[src/rtl/ripple_counter_ctl_if.sv]
`default_nettype none
// ==========================================================================
// Module   : ripple_counter_ctl_if
// Brief    : Host controls, counter feedback and status of ripple_counter_ctl.
// Revision : 1.0 - initial release
// ==========================================================================
interface ripple_counter_ctl_if;
  logic       start;
  logic       stop;
  logic [7:0] period;
  logic       oneshot;
  logic       irq_ack;
  logic [7:0] cnt_q;
  logic       cnt_clk_n;
  logic       cnt_reset;
  logic       busy;
  logic       tick;
  logic       irq;
  logic       overrun;
  logic       fault;

  modport master (
    output start, stop, period, oneshot, irq_ack, cnt_q,
    input  cnt_clk_n, cnt_reset, busy, tick, irq, overrun, fault
  );

  modport slave (
    input  start, stop, period, oneshot, irq_ack, cnt_q,
    output cnt_clk_n, cnt_reset, busy, tick, irq, overrun, fault
  );
endinterface
`default_nettype wire

[src/rtl/ripple_counter_ctl.sv]
`default_nettype none
// ==========================================================================
// Module   : ripple_counter_ctl
// Brief    : Interval-timer sequencer for two cascaded 4-bit ripple counters.
// Revision : 1.0 - initial release
// ==========================================================================
module ripple_counter_ctl #(
  parameter int DIV = 4
) (
  input  wire logic           CLK,
  input  wire logic           RESET,
  ripple_counter_ctl_if.slave bus
);

  localparam logic [4:0] PRESCALE_LOAD = 5'(DIV - 1);

  typedef enum logic [2:0] {
    ST_IDLE   = 3'd0,
    ST_CLEAR  = 3'd1,
    ST_LOW    = 3'd2,
    ST_HIGH   = 3'd3,
    ST_EXPIRE = 3'd4
  } state_t;

  state_t     state, state_nxt;
  logic [7:0] shadow, shadow_nxt;
  logic [7:0] period_lat, period_lat_nxt;
  logic       oneshot_lat, oneshot_lat_nxt;
  logic [4:0] prescale, prescale_nxt;
  logic       cnt_reset_nxt;
  logic       cnt_clk_n_nxt;
  logic       busy_nxt;
  logic       tick_nxt;
  logic       irq_nxt;
  logic       overrun_nxt;
  logic       fault_nxt;

  always_comb begin
    state_nxt       = state;
    shadow_nxt      = shadow;
    period_lat_nxt  = period_lat;
    oneshot_lat_nxt = oneshot_lat;
    prescale_nxt    = prescale;
    fault_nxt       = bus.fault;
    irq_nxt         = bus.irq;
    overrun_nxt     = bus.overrun;

    case (state)
      ST_IDLE: begin
        if (bus.start && !bus.stop && (bus.period != 8'd0)) begin
          state_nxt       = ST_CLEAR;
          period_lat_nxt  = bus.period;
          oneshot_lat_nxt = bus.oneshot;
          fault_nxt       = 1'b0;
        end
      end
      ST_CLEAR:  state_nxt = ST_LOW;
      ST_LOW:    state_nxt = ST_HIGH;
      ST_HIGH: begin
        // Last settle cycle: the rippled count must now match the shadow.
        if (prescale == 5'd1) begin
          if (bus.cnt_q != shadow) begin
            fault_nxt = 1'b1;
            state_nxt = ST_IDLE;
          end else if (shadow == period_lat) begin
            state_nxt = ST_EXPIRE;
          end else begin
            state_nxt = ST_LOW;
          end
        end
      end
      ST_EXPIRE: state_nxt = oneshot_lat ? ST_IDLE : ST_CLEAR;
      default:   state_nxt = ST_IDLE;
    endcase

    // An abort wins over everything, including a pending compare result.
    if (bus.stop) begin
      state_nxt = ST_IDLE;
      fault_nxt = bus.fault;
    end

    case (state_nxt)
      ST_CLEAR: shadow_nxt   = 8'd0;
      ST_LOW:   shadow_nxt   = shadow + 8'd1;
      ST_HIGH:  prescale_nxt = (state == ST_LOW) ? PRESCALE_LOAD : (prescale - 5'd1);
      default:  ;
    endcase

    cnt_reset_nxt = (state_nxt == ST_IDLE) || (state_nxt == ST_CLEAR);
    cnt_clk_n_nxt = (state_nxt != ST_LOW);
    busy_nxt      = (state_nxt != ST_IDLE);
    tick_nxt      = (state_nxt == ST_EXPIRE);

    if (tick_nxt) begin
      irq_nxt = 1'b1;
      if (bus.irq && !bus.irq_ack) begin
        overrun_nxt = 1'b1;
      end else if (bus.irq_ack) begin
        overrun_nxt = 1'b0;
      end
    end else if (bus.irq_ack) begin
      irq_nxt     = 1'b0;
      overrun_nxt = 1'b0;
    end
  end

  always_ff @(posedge CLK or posedge RESET) begin
    if (RESET) begin
      state         <= ST_IDLE;
      shadow        <= 8'd0;
      period_lat    <= 8'd0;
      oneshot_lat   <= 1'b0;
      prescale      <= 5'd0;
      bus.cnt_reset <= 1'b1;
      bus.cnt_clk_n <= 1'b1;
      bus.busy      <= 1'b0;
      bus.tick      <= 1'b0;
      bus.irq       <= 1'b0;
      bus.overrun   <= 1'b0;
      bus.fault     <= 1'b0;
    end else begin
      state         <= state_nxt;
      shadow        <= shadow_nxt;
      period_lat    <= period_lat_nxt;
      oneshot_lat   <= oneshot_lat_nxt;
      prescale      <= prescale_nxt;
      bus.cnt_reset <= cnt_reset_nxt;
      bus.cnt_clk_n <= cnt_clk_n_nxt;
      bus.busy      <= busy_nxt;
      bus.tick      <= tick_nxt;
      bus.irq       <= irq_nxt;
      bus.overrun   <= overrun_nxt;
      bus.fault     <= fault_nxt;
    end
  end

endmodule
`default_nettype wire

[src/flat_wrapper.sv]
// flat-port wrapper written by rule: the top's interface ports become plain ports
module ripple_counter_ctl_flat 
#(
  parameter int DIV = 4
)
  (CLK, RESET, bus_start, bus_stop, bus_period, bus_oneshot, bus_irq_ack, bus_cnt_q, bus_cnt_clk_n, bus_cnt_reset, bus_busy, bus_tick, bus_irq, bus_overrun, bus_fault);
  ripple_counter_ctl_if bus_i ();
  input  wire logic CLK;
  input  wire logic RESET;
  input wire logic [$bits(bus_i.start)-1:0] bus_start;
  input wire logic [$bits(bus_i.stop)-1:0] bus_stop;
  input wire logic [$bits(bus_i.period)-1:0] bus_period;
  input wire logic [$bits(bus_i.oneshot)-1:0] bus_oneshot;
  input wire logic [$bits(bus_i.irq_ack)-1:0] bus_irq_ack;
  input wire logic [$bits(bus_i.cnt_q)-1:0] bus_cnt_q;
  output wire logic [$bits(bus_i.cnt_clk_n)-1:0] bus_cnt_clk_n;
  output wire logic [$bits(bus_i.cnt_reset)-1:0] bus_cnt_reset;
  output wire logic [$bits(bus_i.busy)-1:0] bus_busy;
  output wire logic [$bits(bus_i.tick)-1:0] bus_tick;
  output wire logic [$bits(bus_i.irq)-1:0] bus_irq;
  output wire logic [$bits(bus_i.overrun)-1:0] bus_overrun;
  output wire logic [$bits(bus_i.fault)-1:0] bus_fault;
  assign bus_i.start = bus_start;
  assign bus_i.stop = bus_stop;
  assign bus_i.period = bus_period;
  assign bus_i.oneshot = bus_oneshot;
  assign bus_i.irq_ack = bus_irq_ack;
  assign bus_i.cnt_q = bus_cnt_q;
  assign bus_cnt_clk_n = bus_i.cnt_clk_n;
  assign bus_cnt_reset = bus_i.cnt_reset;
  assign bus_busy = bus_i.busy;
  assign bus_tick = bus_i.tick;
  assign bus_irq = bus_i.irq;
  assign bus_overrun = bus_i.overrun;
  assign bus_fault = bus_i.fault;
  ripple_counter_ctl #(.DIV(DIV)) u_core (.CLK(CLK), .RESET(RESET), .bus(bus_i));
endmodule
[config.mk]
export PLATFORM = sky130hd
export DESIGN_NAME = ripple_counter_ctl_flat
export DESIGN_NICKNAME = d
export VERILOG_FILES = /design/src/rtl/ripple_counter_ctl_if.sv /design/src/rtl/ripple_counter_ctl.sv /design/src/flat_wrapper.sv
export SDC_FILE = /design/constraint.sdc
export NUM_CORES = 1
export LEC_CHECK = 0
export ABC_AREA = 1
export BUFFER_PORTS_ARGS = -buffer_cell sky130_fd_sc_hd__buf_2
export CAP_MARGIN = 25
export CORE_AREA = 5 5 75 77
export CTS_CLUSTER_SIZE = 20
export DETAILED_ROUTE_END_ITERATION = 16
export DIE_AREA = 0 0 80 82
export REMOVE_ABC_BUFFERS = 1
export SLEW_MARGIN = 20
export SYNTH_ARGS = -nofsm -noshare
export SYNTH_HDL_FRONTEND = slang
export SYNTH_SLANG_ARGS = --single-unit
[constraint.sdc]
create_clock -name CLK -period 1.55 [get_ports CLK]
set_input_delay 0.155 -clock CLK [delete_from_list [all_inputs] [get_ports CLK]]
set_output_delay 0.155 -clock CLK [all_outputs]
set_load 0.02 [all_outputs]
==> qor.txt <==
worst rel slew slack: 0.655
critical path class: reg2reg
pin count of the biggest net entering global routing: 33
RSZ-0062 raised after global routing: yes
Post-DP HPWL: 3400 µm
Placement Setup Slack: -0.109 ns
commonest non-fill, non-tap cell in the layout: nand2_1
Synth-to-Final Area Change: 41.7%
Fill cells: 508
post-route ant nets: 0
Seq/Total Area, Yosys: 0.422
Logic pwr share: 0.420
Inst Count DP: 391
first-pass GRT wire length: 8450 µm
DIE AREA: 0.00656 mm²
Hold Path Origin: bus_irq_ack
clk slew on worst S/H paths: 0.07 ns
DR DRC count: 0
RD Place Congestion: 0.864
Detailed Routing Iterations Pass 1: 4
leak pwr: 1.48 nW
Vias: 1,829
Initial Utilization: 0.385
Vias/cell: 4.46
Worst setup SP type: flop
Peak VDD IR: 0.000401 V
hold slack: 0.0307 ns
Top-Level Pins: 29
Core ar.: 0.00494 mm²
ANT cells: 0
layout net count: 364
Hold Path Class: in2reg
final number of hold-violating endpoints: 0
CTS tree: built
post-synthesis area per instance: 7.18 µm²
Slew Viols, Final: 0
crit path time final: 1.73 ns
drt initial violations: 99
critical path required time: 1.72 ns
commonest non-fill, non-tap cells in the layout: nand2_1, buf_4, inv_1
WP data arrival: 1.90 ns
final instance area: 0.00270 mm²
final setup fails: 16
number of global-route vias before repair: 1,808
switching share of power: 0.375
initial antenna violation count: 0
YS warnings: 0
Post-Route WL: 5050 µm
CTS Buf Count: 5
H-tree depth: 2
CP max FO: 5
port bufs: 28
Worst Setup End Kind: flop
final core occ: 0.545
setup TNS: -2.09 ns
final worst path period share: 1.11
GR Overflow Total: 0
GRT Total Usage: 0.168
share of layout cells above drive strength 1: 0.400
reg2reg start: u_core.prescale[0]
non-filler cells, final: 410
post-synthesis cell area: 0.00190 mm²
P_sw: 1.15 mW
worst skew pair latency: 0.29 ns
routed len/inst: 12.3 µm
CTS sink cnt: 32
Max-Cap Viols: 0
Post-DP Area: 0.00235 mm²
clk_skew: 0.00679 ns
post-synth cell types: 29
failing checks: negative setup slack
run status: complete, but fails checks
Int Power: 1.91 mW
deepest clock path buffer count: 2
Crit. Startpoint: u_core.prescale[0]
Die X: 80 µm
max frequency: 580 MHz
clock root buffer: clkbuf_8
#FFs+latches synth: 32
Die Y: 82 µm
Seq pwr share: 0.374
Site Rows: 26
Pwr Total: 3.06 mW
Worst-Margin Slew: 0.516 ns
PD cells: 1140 mW/mm²
Clock Power Share: 0.206
final worst slack: -0.175 ns
synthesized instance count: 265
[critical path, stage by stage, from the launching register on]
cell	delay, ns
dfrtp_1	0.41
ha_4	0.16
inv_1	0.04
nor2_1	0.03
nand2_1	0.12
inv_2	0.07
nor2_2	0.13
nor2_1	0.06
nand2_1	0.10
nand2_4	0.11
inv_8	0.10
nand3_4	0.11
nand2_1	0.09
o21ai_1	0.07
[per-layer routing]
layer	vias to the layer above	track usage	wire length (µm)
met3	9	0.0318	197
met1	831	0.215	2240
met4	0	0.0557	112
met2	36	0.286	2500
li1	953	-	-
met5	-	0	0
[path summary, 6_finish.rpt]
| kind | endpoint | slack [ns] | depth (start not counted) |
|---|---|---|---|
| hold reg to reg | u_core.bus.fault | 0.49 | 2 |
| max in group asynchronous | u_core.bus.cnt_clk_n | 0.72 | 4 |
| min in group asynchronous | u_core.shadow[3] | 0.50 | 4 |
| setup / recovery | u_core.prescale[1] | -0.18 | 13 |
| setup reg to reg | u_core.prescale[1] | -0.18 | 13 |
| hold / removal | u_core.bus.overrun | 0.03 | 2 |
[cells in the mapped netlist]
cell / n / area [µm²]
a21oi_1: 2 / 10.0
buf_2: 2 / 10.0
buf_4: 1 / 7.51
clkinv_2: 1 / 5.00
clkinv_4: 1 / 8.76
dfrtp_1: 30 / 751
dfstp_2: 2 / 52.6
ha_1: 3 / 37.5
inv_1: 38 / 143
inv_2: 4 / 15.0
nand2_1: 101 / 379
nand2_2: 4 / 25.0
nand2_4: 1 / 11.3
nand3_1: 14 / 70.1
nand3_2: 1 / 10.0
nand3_4: 2 / 35.0
nand4_1: 2 / 12.5
nor2_1: 24 / 90.1
nor2_2: 2 / 12.5
nor2_4: 1 / 11.3
nor3_1: 3 / 15.0
nor3_2: 1 / 10.0
nor3_4: 1 / 16.3
o21ai_0: 7 / 35.0
o21ai_1: 4 / 20.0
o21bai_1: 1 / 7.51
or2_2: 1 / 6.26
xnor2_1: 3 / 26.3
xor2_1: 8 / 70.1
[power by group through the flow]
stage | Sequential (mW) | Clock, mW | Combinational [mW]
floorplan | 1.15 | 0 | 0.621
global placement | 1.13 | 0 | 1.02
detailed placement | 1.14 | 0 | 1.04
CTS | 1.13 | 0.637 | 1.16
global route | 1.18 | 0.669 | 1.46
finish | 1.15 | 0.632 | 1.29
[registers in the layout, indices dropped and copies added, names as in the netlist]
| signal | count |
|---|---|
| u_core.oneshot_lat | 1 |
| u_core.bus.overrun | 1 |
| u_core.state | 3 |
| u_core.bus.busy | 1 |
| u_core.prescale | 5 |
| u_core.bus.cnt_clk_n | 1 |
| u_core.bus.cnt_reset | 1 |
| u_core.period_lat | 8 |
| u_core.bus.fault | 1 |
| u_core.shadow | 8 |
| u_core.bus.tick | 1 |
| u_core.bus.irq | 1 |
[cells by family after synthesis]
| family | Yosys count | synth area share |
|---|---|---|
| fa+ha+maj | 3 | 0.0197 |
| flops | 32 | 0.422 |
| buf+inv | 47 | 0.0993 |
| xor+xnor | 11 | 0.0506 |
| compound gates | 14 | 0.0381 |
| simple gates | 158 | 0.370 |
[cell type report]
| cell class | instances | area (µm²) | share of cell area |
|---|---|---|---|
| Timing Repair Buffer | 68 | 465 | 0.173 |
| Multi-Input combinational cell | 188 | 1070 | 0.397 |
| Clock buffer | 7 | 76.3 | 0.0283 |
| Sequential cell | 32 | 813 | 0.302 |
| Clock inverter | 1 | 5.00 | 0.00186 |
| Tap cell | 70 | 87.6 | 0.0325 |
| Inverter | 44 | 178 | 0.0659 |
[repair_timing]
item                       in CTS  in global routing
gates resized for setup        17                 42
cloned                          2                  0
buffers inserted                5                  4
pin swaps                       4                 16
hold endpoints to repair       30                  0
hold buffers                    1                  0
setup endpoints to repair      19                 31
Power figures use the tool's default switching activity.
